--- src/rtl/ifetch_queue.sv ---
// Instruction fetch front end: issues word fetches, queues in-order responses with their PCs
// and flushes on redirect. Optional misaligned-redirect trap: define IFETCH_ALIGN_CHK_EN.
module ifetch_queue #(
   parameter int unsigned DEPTH    = 4,
   parameter logic [31:0] RESET_PC = 32'h0000_0000
) (
   input  logic        clk,
   input  logic        rst_n,
   output logic        imem_req_valid,
   input  logic        imem_req_ready,
   output logic [31:0] imem_req_addr,
   input  logic        imem_rsp_valid,
   input  logic [31:0] imem_rsp_data,
   input  logic        redirect_valid,
   input  logic [31:0] redirect_pc,
   output logic        instr_valid,
   input  logic        instr_ready,
   output logic [31:0] instr_data,
   output logic [31:0] instr_pc
`ifdef IFETCH_ALIGN_CHK_EN
   ,
   output logic        misalign_err
`endif
);

   localparam int unsigned PW  = $clog2(DEPTH);
   localparam int unsigned CW  = $clog2(DEPTH + 1);
   localparam int unsigned DW  = $clog2(2 * DEPTH + 1);
   localparam int unsigned DSW = DW + 1;

   logic [31:0]      fetch_pc;
   logic [31:0]      pc_q   [DEPTH];
   logic [31:0]      data_q [DEPTH];
   logic [DEPTH-1:0] filled_q;
   logic [PW-1:0]    alloc_ptr;
   logic [PW-1:0]    fill_ptr;
   logic [PW-1:0]    head_ptr;
   logic [CW-1:0]    alloc_cnt;
   logic [CW-1:0]    pend_cnt;
   logic [DW-1:0]    drop_cnt;
   logic [DSW-1:0]   drop_sum;
   logic             run_q;
   logic             hold_q;
   logic [31:0]      redirect_fetch_pc;
   logic             req_fire;
   logic             pop;
   logic             fill;
   logic             drop;

   // run_q keeps the request channel quiet until the first clock after reset release.
   assign imem_req_valid = run_q && !hold_q && (alloc_cnt < CW'(DEPTH));
   assign imem_req_addr  = fetch_pc;
   assign req_fire       = imem_req_valid && imem_req_ready;

   assign instr_valid = (alloc_cnt != '0) && filled_q[head_ptr];
   assign instr_data  = data_q[head_ptr];
   assign instr_pc    = pc_q[head_ptr];
   assign pop         = instr_valid && instr_ready;

   assign drop = imem_rsp_valid && (drop_cnt != '0);
   assign fill = imem_rsp_valid && (drop_cnt == '0);

   // pend_cnt counts this epoch's accepted-but-unfilled entries; each one becomes a stale
   // response once a redirect hits, as does a request accepted in the redirect cycle.
   assign drop_sum = DSW'(drop_cnt) + DSW'(pend_cnt) + DSW'(req_fire) - DSW'(imem_rsp_valid);

`ifdef IFETCH_ALIGN_CHK_EN
   always_ff @(posedge clk or negedge rst_n) begin
      if (!rst_n) begin
         hold_q <= 1'b0;
      end else if (redirect_valid) begin
         hold_q <= (redirect_pc[1:0] != 2'b00);
      end
   end

   assign misalign_err      = hold_q;
   assign redirect_fetch_pc = redirect_pc;
`else
   logic unused_align;

   assign hold_q            = 1'b0;
   assign unused_align      = ^redirect_pc[1:0];
   assign redirect_fetch_pc = {redirect_pc[31:2], 2'b00};
`endif

   always_ff @(posedge clk or negedge rst_n) begin
      if (!rst_n) begin
         run_q     <= 1'b0;
         fetch_pc  <= RESET_PC;
         alloc_ptr <= '0;
         fill_ptr  <= '0;
         head_ptr  <= '0;
         alloc_cnt <= '0;
         pend_cnt  <= '0;
         drop_cnt  <= '0;
         filled_q  <= '0;
         // NOTE: the small queue storage is reset so instr_data/instr_pc read zero out of reset.
         for (int i = 0; i < int'(DEPTH); i++) begin
            pc_q[i]   <= '0;
            data_q[i] <= '0;
         end
      end else begin
         run_q <= 1'b1;
         if (redirect_valid) begin
            fetch_pc  <= redirect_fetch_pc;
            alloc_ptr <= '0;
            fill_ptr  <= '0;
            head_ptr  <= '0;
            alloc_cnt <= '0;
            pend_cnt  <= '0;
            filled_q  <= '0;
            drop_cnt  <= DW'(drop_sum);
         end else begin
            if (req_fire) begin
               pc_q[alloc_ptr]     <= fetch_pc;
               filled_q[alloc_ptr] <= 1'b0;
               alloc_ptr           <= alloc_ptr + 1'b1;
               fetch_pc            <= fetch_pc + 32'd4;
            end
            // A fill never targets alloc_ptr in the same cycle: that entry is unallocated.
            if (fill) begin
               data_q[fill_ptr]   <= imem_rsp_data;
               filled_q[fill_ptr] <= 1'b1;
               fill_ptr           <= fill_ptr + 1'b1;
            end
            if (drop) begin
               drop_cnt <= drop_cnt - 1'b1;
            end
            if (pop) begin
               head_ptr <= head_ptr + 1'b1;
            end
            alloc_cnt <= alloc_cnt + CW'(req_fire) - CW'(pop);
            pend_cnt  <= pend_cnt + CW'(req_fire) - CW'(fill);
         end
      end
   end

endmodule
--- config.mk ---
export PLATFORM = sky130hd
export DESIGN_NAME = ifetch_queue
export DESIGN_NICKNAME = d
export VERILOG_FILES = /design/src/rtl/ifetch_queue.sv
export SDC_FILE = /design/constraint.sdc
export NUM_CORES = 1
export LEC_CHECK = 0
export CORE_MARGIN = 2
export CORE_UTILIZATION = 35
export CTS_CLUSTER_SIZE = 20
export DETAILED_ROUTE_END_ITERATION = 12
export GPL_TIMING_DRIVEN = 0
export PLACE_DENSITY = 0.6
export SYNTH_ARGS = -nofsm -noshare
export SYNTH_HDL_FRONTEND = slang
export SYNTH_SLANG_ARGS = --single-unit
--- constraint.sdc ---
create_clock -name clk -period 7.5 [get_ports clk]
set_clock_uncertainty 0.15 [all_clocks]
set_input_delay 1.125 -clock clk [delete_from_list [all_inputs] [get_ports clk]]
set_output_delay 1.125 -clock clk [all_outputs]
set_load 0.05 [all_outputs]
==> flow_summary_export.csv <==
group,metric,value,unit
status,outcome,"completed",
critical_path,cp.required,6.22,ns
pwr,leakage,7.746,nW
clocking,htreeDepth,2,
synthesis,synth_ff_type,"dfrtp_1",
final_layout,syn_to_final_growth,25.30,%
timing,fin_crit,4.598,ns
die,die-area,41260,µm²
global_routing,grtUsageMet3,0.03500,
final_layout,layout_commonest_cell,"dfrtp_1",
synthesis,post-synth-top-area-cell,"dfrtp_1",
global_routing,top_usage_layer,"met2",
drt,viasPerCell,5.042,
final_layout,seq_area,7482,µm²
die,start_util,0.3566,
timing,slew_viol_final,0,
clocking,cts_resized,0,
final_layout,drive_gt1_frac,0.3389,
pwr,ir_drop,134.8,µV
synthesis,synth_cell_types,47,
drt,wl_per_cell,18.98,µm
clocking,numClockSinks,299,
die,core,38920,µm²
synthesis,synth_xor_xnor_area_share,0.01325,
synthesis,netlist.area_leader.share,0.5391,
critical_path,critPathKind,"register to primary output",
synthesis,synth_edf_count,0,
min_path,hold_path.class,"register to register",
placement,io_buffers,160,
synthesis,ys_seq_elements,299,
critical_path,slowest_delay,0.73,ns
clocking,cts-buffers-inserted,36,
critical_path,worstReg2RegStart,"head_ptr[1]$_DFFE_PN0P_",
global_routing,grt_use_met2,0.2591,
global_routing,grt.overflow.total,0,
critical_path,end_kind,"primary output",
die,fp-row-count,72,
drt,vias,8672,
critical_path,crit_slowest_cell,"clkdlybuf4s50_1",
placement,dpl.hpwl,22130,µm
placement,post-place-ws,3.330,ns
die,fp.dieH,203.1,µm
timing,rsz0062_at_grt,"false",
clocking,cts_tree,"built",
final_layout,fin_nets,1266,
synthesis,syn_inst,970,
timing,period_share,0.6131,
clocking,clkLatencyLatePin,0.54,ns
timing,fmax,217.5,MHz
drt,post-route-drc-count,0,
clocking,cts_post_setup_buffers_inserted,0,
drt,dr.pass1.iters,6,
critical_path,critPathLaunch,"head_ptr[0]$_DFFE_PN0P_",
synthesis,synth_top_family_by_area,"multiplexers",
timing,setup_viol,0,
global_routing,grt_max_degree,122,
die,die_x,203.1,µm
timing,worstMarginPinSlew,1.210,ns
timing,whs,0.3467,ns
synthesis,synth_compound_area_frac,0.02777,
synthesis,yosys.area_share.simple,0.05752,
critical_path,timing.rr.end,"alloc_cnt[2]$_DFF_PN0_",
drt,drtIter0Drc,423,
critical_path,arrival,3.32,ns
synthesis,synth_area,13880,µm²
synthesis,synthTopCellsByArea,"dfrtp_1, mux2_2, mux4_2",
placement,numPlacedInstances,1653,
drt,route.antenna.remaining_nets,0,
clocking,cts_hold_buf,0,
global_routing,antenna_found_initial,1,
drt,wirelength,32650,µm
global_routing,grt_usage,0.1626,
clocking,max-clock-path-buffers,3,
critical_path,critPathCapture,"instr_pc[10]",
critical_path,cp-start-kind,"register",
clocking,clkTransAtPathRegs,0.06,ns
global_routing,grt_first_pass_wirelength,51940,µm
critical_path,reg2reg_slack,4.46,ns
synthesis,syn_avg_cell_area,14.31,µm²
final_layout,fill_cells,3564,
global_routing,met1_usage,0.2227,
final_layout,multiInputGateArea,5957,µm²
critical_path,r2r_cells,11,
die,ioPinCount,168,
critical_path,crit_fanout,10,
pwr,powerDensity,312.6,nW/µm²
timing,final-hold-violation-count,0,
timing,fin_ws,2.902,ns
synthesis,synth_seq_area_share,0.5391,
final_layout,final_cell_mix,"dfrtp_1, mux2_2, clkdlybuf4s50_1",
global_routing,first_global_vias,9183,
final_layout,fin_cells,1720,
placement,globalplace.congestion,0.7702,
synthesis,synth_adder_area_share,0.02290,
flow_run,cap_violations,0,
critical_path,crit_chain,"buf_1, buf_2, mux4_2, clkdlybuf4s50_1",
timing,slew_headroom,0.1860,
synthesis,async_flop_share,1.000,
clocking,root_buffer,"clkbuf_16",
synthesis,synth.area.mux_share,0.3064,
synthesis,yosysWarnings,0,
state kept, by name, summed over array words and instances (netlist names):
signal and flops:
data_q 128, pc_q 120, imem_req_addr 30, drop_cnt 4
filled_q 4, alloc_cnt 3, pend_cnt 3, alloc_ptr 2
fill_ptr 2, head_ptr 2, run_q 1
layout make-up:
| class | instances | area share |
|---|---|---|
| clock inverters | 12 | 0.008490 |
| well taps | 518 | 0.03727 |
| clock buffers | 54 | 0.05979 |
| flip-flops and latches | 299 | 0.4303 |
| diodes | 1 | 0.0001439 |
| plain buffers | 74 | 0.01964 |
| inverters | 29 | 0.006260 |
| repair buffers | 162 | 0.09555 |
| multi-input cells | 571 | 0.3426 |
report_power, final:
group          switching, mW  leakage [nW]  internal (mW)
sequential             0.149          3.94           1.88
combinational          0.946          3.22          0.709
clock                  0.682         0.577           1.07
metrics by stage:
step           power [mW]  instance area, µm²  TNS [ns]  utilization
6_report            5.436               17390         0       0.4468
5_1_grt             5.704               17390         0       0.4468
4_1_cts             5.510               17390         0       0.4468
3_5_place_dp        3.729               16200         0       0.4162
3_3_place_gp        3.703               16140  -2372.43       0.4147
2_1_floorplan       3.179               13890         0            -
synth_stat cells (2+ instances only):
library cell	number
or3_1	8
buf_6	2
nor2b_1	4
nand2_1	43
mux2i_1	3
xor2_1	6
dfrtp_1	299
buf_1	19
clkbuf_1	22
a21oi_1	5
inv_1	28
a211o_1	4
buf_4	4
and4_1	2
and2_1	2
buf_2	25
nand3_1	11
nand4_1	19
nor4_1	6
o31ai_1	8
mux2_2	249
conb_1	2
nand4b_1	2
nor3_1	6
o21a_1	2
ha_1	19
fa_1	4
a31oi_1	14
o21ai_0	18
mux4_2	63
nor2_1	27
clkbuf_2	2
a32o_1	4
or4_1	8
xnor2_1	15
and3_1	3
or4_4	2
per-layer routing:
layer	vias up	share of wire
li1	3978	-
met3	37	0.051
met5	-	0
met1	4468	0.46
met2	189	0.47
met4	0	0.019
worst min path at each step:
stage	startpoint	to	slack, ns	cells past startpoint
after floorplan	data_q[32]$_DFFE_PN0P_	data_q[32]$_DFFE_PN0P_	0.32	1
after global placement	data_q[47]$_DFFE_PN0P_	data_q[47]$_DFFE_PN0P_	0.33	1
after detailed placement	pc_q[38]$_DFFE_PN0P_	pc_q[38]$_DFFE_PN0P_	0.34	1
after CTS	pc_q[38]$_DFFE_PN0P_	pc_q[38]$_DFFE_PN0P_	0.35	1
after global routing	pc_q[15]$_DFFE_PN0P_	pc_q[15]$_DFFE_PN0P_	0.36	1
final	pc_q[38]$_DFFE_PN0P_	pc_q[38]$_DFFE_PN0P_	0.35	1
cell families (layout without fill, tap and decap cells):
family,after synthesis,in the layout
adders and majority gates,23,23
xor gates and xnor gates,21,21
and+or+nand+nor,148,148
buffers and inverters,103,331
AOI/OAI and AO/OA,59,59
muxes,315,315
other,2,6
DFF,299,299
worst max-delay path: cells and delay by family, from the launching register on:
family | cells | cell delay (ns)
buf+inv | 3 | 1.80
flops | 1 | 0.36
mux | 1 | 0.61
Note: power is estimated with default switching activity, not from simulation.
